==> config.mk <==
export PLATFORM = sky130hd
export DESIGN_NAME = digits_to_word
export DESIGN_NICKNAME = d
export VERILOG_FILES = /design/src/rtl/digits_to_word.sv
export SDC_FILE = /design/constraint.sdc
export NUM_CORES = 1
export LEC_CHECK = 0
export CAP_MARGIN = 20
export CORE_MARGIN = 3
export CORE_UTILIZATION = 30
export DETAILED_ROUTE_END_ITERATION = 12
export PLACE_DENSITY = 0.54
export SYNTH_ARGS = -nofsm -noshare
export SYNTH_HDL_FRONTEND = slang
export SYNTH_SLANG_ARGS = --single-unit
==> constraint.sdc <==
create_clock -name clk -period 5.6 [get_ports clk]
set_input_delay 0.56 -clock clk [delete_from_list [all_inputs] [get_ports clk]]
set_output_delay 0.56 -clock clk [all_outputs]
set_load 0.1 [all_outputs]
==> src/rtl/digits_to_word.sv <==
// rtl/digits_to_word.sv - serial decimal digit stream to binary word converter with saturation
module digits_to_word #(
    parameter int WIDTH     = 16,
    parameter bit SIGNED_EN = 1'b1
) (
    input  logic             clk,
    input  logic             rst,
    input  logic [3:0]       digit,
    input  logic             wen,
    input  logic             neg,
    input  logic             flush,
    output logic             ready,
    output logic [WIDTH-1:0] dout,
    output logic             ovf,
    output logic             err,
    output logic             empty
);

    typedef enum logic [1:0] {
        IDLE  = 2'd0,
        ACCUM = 2'd1,
        OVF   = 2'd2
    } state_t;

    // Extended width so mag*10+digit never wraps before the limit compare.
    localparam int XW = WIDTH + 5;
    localparam logic [XW-1:0] ONE_X = XW'(1);
    localparam logic [XW-1:0] LIM_U = (ONE_X << WIDTH) - ONE_X;
    localparam logic [XW-1:0] LIM_P = (ONE_X << (WIDTH - 1)) - ONE_X;
    localparam logic [XW-1:0] LIM_N = ONE_X << (WIDTH - 1);

    // Power-up values match the reset values so rst is optional after configuration.
    state_t           state     = IDLE;
    logic [WIDTH:0]   mag       = '0;
    logic             sign_q    = 1'b0;
    logic             err_q     = 1'b0;
    logic             has_digit = 1'b0;
    logic             ready_q   = 1'b0;
    logic [WIDTH-1:0] dout_q    = '0;
    logic             ovf_q     = 1'b0;
    logic             err_o_q   = 1'b0;
    logic             empty_q   = 1'b0;

    logic [XW-1:0]    limit;
    logic [XW-1:0]    next_mag;
    logic [WIDTH-1:0] sat_val;
    logic [WIDTH-1:0] conv_val;
    logic             digit_ok;

    assign ready = ready_q;
    assign dout  = dout_q;
    assign ovf   = ovf_q;
    assign err   = err_o_q;
    assign empty = empty_q;

    // Range limit, candidate magnitude and the two possible published values.
    always_comb begin
        limit = LIM_U;
        if (SIGNED_EN) begin
            limit = sign_q ? LIM_N : LIM_P;
        end
        next_mag = ({4'b0000, mag} << 3) + ({4'b0000, mag} << 1)
                 + {{(XW-4){1'b0}}, digit};
        digit_ok = (digit <= 4'd9);
        sat_val  = '1;
        if (SIGNED_EN) begin
            sat_val = sign_q ? {1'b1, {(WIDTH-1){1'b0}}} : {1'b0, {(WIDTH-1){1'b1}}};
        end
        conv_val = WIDTH'(sign_q ? (~mag + 1'b1) : mag);
    end

    // Accumulator FSM and registered publish on flush; flush outranks wen/neg.
    always_ff @(posedge clk) begin
        if (rst) begin
            state     <= IDLE;
            mag       <= '0;
            sign_q    <= 1'b0;
            err_q     <= 1'b0;
            has_digit <= 1'b0;
            ready_q   <= 1'b0;
            dout_q    <= '0;
            ovf_q     <= 1'b0;
            err_o_q   <= 1'b0;
            empty_q   <= 1'b0;
        end else begin
            ready_q <= flush;
            if (flush) begin
                if (state == OVF) begin
                    dout_q <= sat_val;
                end else if (!has_digit) begin
                    dout_q <= '0;
                end else begin
                    dout_q <= conv_val;
                end
                ovf_q     <= (state == OVF);
                err_o_q   <= err_q;
                empty_q   <= !has_digit;
                state     <= IDLE;
                mag       <= '0;
                sign_q    <= 1'b0;
                err_q     <= 1'b0;
                has_digit <= 1'b0;
            end else if (wen && neg) begin
                err_q <= 1'b1;
            end else if (wen) begin
                if (!digit_ok) begin
                    err_q <= 1'b1;
                end else if (state != OVF) begin
                    // An overflowing digit still counts as a digit: the number is not empty.
                    has_digit <= 1'b1;
                    if (next_mag <= limit) begin
                        mag   <= next_mag[WIDTH:0];
                        state <= ACCUM;
                    end else begin
                        state <= OVF;
                    end
                end
            end else if (neg) begin
                if (SIGNED_EN && state == IDLE) begin
                    sign_q <= 1'b1;
                    state  <= ACCUM;
                end else begin
                    err_q <= 1'b1;
                end
            end
        end
    end

endmodule

==> out/qor.csv <==
stage,metric,value,unit
outcome,status,completed,
final_layout,most frequent cells in the layout,"a21oi_1 (57), ha_1 (50), dfxtp_1 (42)",
yosys,synth warn,0,
drt,WL met3,315,um
drt,via count,3409,
cts,Hold Buf Count CTS,0,
die,die area,0.01436,mm^2
yosys,"area leader, netlist",dfxtp_1,
yosys,largest cells by area after synthesis,"dfxtp_1 (22%), ha_1 (16%), a21oi_1 (7.3%), nor2_1 (3.7%), nand2_1 (3.5%)",
cts,H-tree depth,2,
placement,pre-CTS WS,0.2417,ns
drt,routed len/inst,15.28,um
drt,via density per instance,5.352,
timing,Final Hold Viols,0,
power,P_int,0.0005463,W
power,NetSw,0.0001899,W
final_layout,"Net count, final",529,
drt,met1 wire length,4.656,mm
cts,Max clock buf depth,2,
worst_setup_path,critical path peak fanout,17,
timing,Max Slew Vio Count,0,
power,clock power share,43.6,%
placement,placer congestion estimate,0.8554,
die,Starting Density,31.57,%
worst_setup_path,Setup crit start kind,primary input,
final_layout,ANT cells,0,
worst_setup_path,max incr delay on CP,0.64,ns
timing,"Period Utilization, post-route",90.90,%
yosys,sequential area share after synthesis,21.64,%
power,Leak,1.737,nW
worst_setup_path,Critical-path top delay cell,or4b_2,
drt,DR pass1 iterations,4,
final_layout,fin area,0.004335,mm^2
die,core area,0.01231,mm^2
cts,CTS root buffer,clkbuf_16,
drt,DRC viols,0,
power,Switching Fraction,25.80,%
cts,clk_lat worst skew,0.28,ns
drt,max layer used,met4,
power,power per standard cell area,169.8,mW/mm^2
timing,worst slew pin tran,1.058,ns
worst_setup_path,crit path buf inv count,3,
yosys,Mapped Area,0.003886,mm^2
yosys,Syn Inst Count,453,
yosys,Yosys top cell area share,21.64,%
yosys,Async SR Flop Fraction,0,%
placement,DPL Wire Length,7.675,mm
cts,number of clock sinks,42,
drt,ANT nets after route,0,
timing,final worst path period need,5.091,ns
placement,DP Cell Count,628,
drt,Detailed Route WL,9.735,mm
yosys,Mean Syn Cell Area,8.579,um^2
final_layout,non-filler instance count after layout,637,
timing,Fmax,0.1964,GHz
cts,TritonCTS Buffers,5,
timing,TNS Setup,0,ns
placement,I/O Buffers,28,
drt,met2 WL,4.593,mm
power,Reg power frac,42.2,%
global_routing,largest net degree at the start of global routing,32,
final_layout,post-layout util,35.21,%
worst_setup_path,Setup CP Type,primary input to register,
yosys,library cells used by synthesis,70,
power,maximum VDD drop,0.0001098,V
drt,DR iter-0 viols,185,
worst_setup_path,CP required,5.74,ns
global_routing,GRT overflow,0,
die,die height,119.8,um
cts,CTS tree,done,
timing,unrepaired setup endpoints after global routing,no,
timing,post-route setup slack,0.5095,ns
global_routing,initial antenna violation count,0,
global_routing,vias in the first global route,3359,
final_layout,layout cell share with drive strength beyond 1,10.02,%
worst_setup_path,CP arrival,5.23,ns
worst_setup_path,"Largest delay share family, worst path",compound AO/OA/AOI/OAI gates,
final_layout,"most common cell after layout, fill and taps aside",a21oi_1,
yosys,ys flop type,dfxtp_1,
yosys,post-synthesis net count,514,
die,Die X,119.8,um
cts,post-CTS sizing,0,
timing,setup violators final,0,
global_routing,GRT Overall Usage,13.63,%
yosys,Post-synth EDFFs,0,
yosys,post-synthesis sequential element count,42,
die,row count,40,
worst_setup_path,CP endpoint kind,register,
power,Comb pwr share,14.2,%
final_layout,Area Overhead vs Synth,11.56,%
timing,Slew HR,29.26,%
worst_setup_path,critical-path cell list,clkdlybuf4s50_1 -> inv_1 -> fa_1 -> inv_1 -> ha_1 -> a211oi_2 -> o21ai_2 -> a21boi_2 -> or4b_2 -> nand4_2 -> ha_1 -> a21oi_1 -> nand2_1 -> a221oi_1 -> a311o_1 -> o211ai_2 -> o31ai_1 -> a21oi_1,
worst_hold_path,hold crit path type,register to register,
die,Ports,29,
placement,DP Area,0.004163,mm^2
timing,Post-Route Skew,0.004297,ns
run,MaxCap Viol Count,0,
cts,"Clk pin slew, worst setup/hold paths",0.06,ns
cts,Setup Buffers After CTS,0,
global_routing,first-pass GRT wire length,16.33,mm
worst paths after layout:
path | start | endpoint | slack (ns) | cells past startpoint
setup / recovery | digit[3] | mag[8] | 0.51 | 18
hold / removal | dout[6] | dout[6] | 0.45 | 2
setup reg to reg | mag[0] | mag[8] | 0.68 | 17
hold reg to reg | dout[6] | dout[6] | 0.45 | 2
state kept, by name, indices dropped and copies added, names as in the netlist:
name,cells
dout,16
empty,1
err,1
err_q,1
has_digit,1
mag,17
ovf,1
ready,1
sign_q,1
state,2
cells in the mapped netlist, types with 3 or more instances:
cell type	instances
inv_1	11
nand3_1	6
nor4_2	3
o21ai_1	4
nand2b_1	7
a21oi_1	57
o21ai_0	26
dfxtp_1	42
nor2_1	38
or3_1	3
xnor2_1	14
nor2b_1	5
clkbuf_1	7
o21a_1	3
nand4_1	21
ha_1	50
clkbuf_8	7
a21o_1	5
o31ai_2	7
xor2_1	10
nor3_1	9
a21oi_2	3
buf_6	6
nand2_1	36
o31ai_1	9
o211ai_1	7
power by group through the flow:
stage                     sequential [W]  combinational [W]  clock (W)
after detailed placement        0.000317           0.000104          0
after global placement          0.000317           0.000103          0
after floorplan                 0.000345          0.0000519          0
after CTS                       0.000311           0.000104   0.000328
final                           0.000311           0.000104   0.000321
after global routing            0.000311           0.000113   0.000340
stage by stage:
step | hold WS (ns) | total power [W]
5_1_grt | 0.4896 | 0.0007653
3_3_place_gp | 0.4452 | 0.0004200
3_5_place_dp | 0.4505 | 0.0004213
2_1_floorplan | 0.4365 | 0.0003973
4_1_cts | 0.4644 | 0.0007432
6_report | 0.4530 | 0.0007362
tightest hold or removal path: stages (launching register included):
cell and delay (ns):
dfxtp_1 0.32, nand2_1 0.04, o21ai_0 0.05
cell type report:
| class | count | area [um^2] |
|---|---|---|
| fill | 1321 | 7976 |
| multi-input combinational | 378 | 2783 |
| sequential | 42 | 840.8 |
| timing repair buffer | 30 | 295.3 |
| tap | 168 | 210.2 |
| clock buffer | 5 | 125.1 |
| inverter | 11 | 41.29 |
| clock inverter | 3 | 40.04 |
kinds of logic after synthesis:
kind of cell    after synthesis  synth area share [%]
fa+ha+maj                    52                 17.13
compound gates              154                 28.78
flops                        42                 21.64
xor+xnor                     24                 5.409
mux                           3                0.8692
buf+inv                      33                 6.761
simple gates                145                 19.41
routing by layer:
layer  up-vias  global-route usage [%]
met3        19                   2.121
met5         -                       0
met2        54                   22.95
met4         0                   3.364
met1      1610                   18.26
li1       1726                       -
No activity file was read; power rests on OpenSTA's default activity.
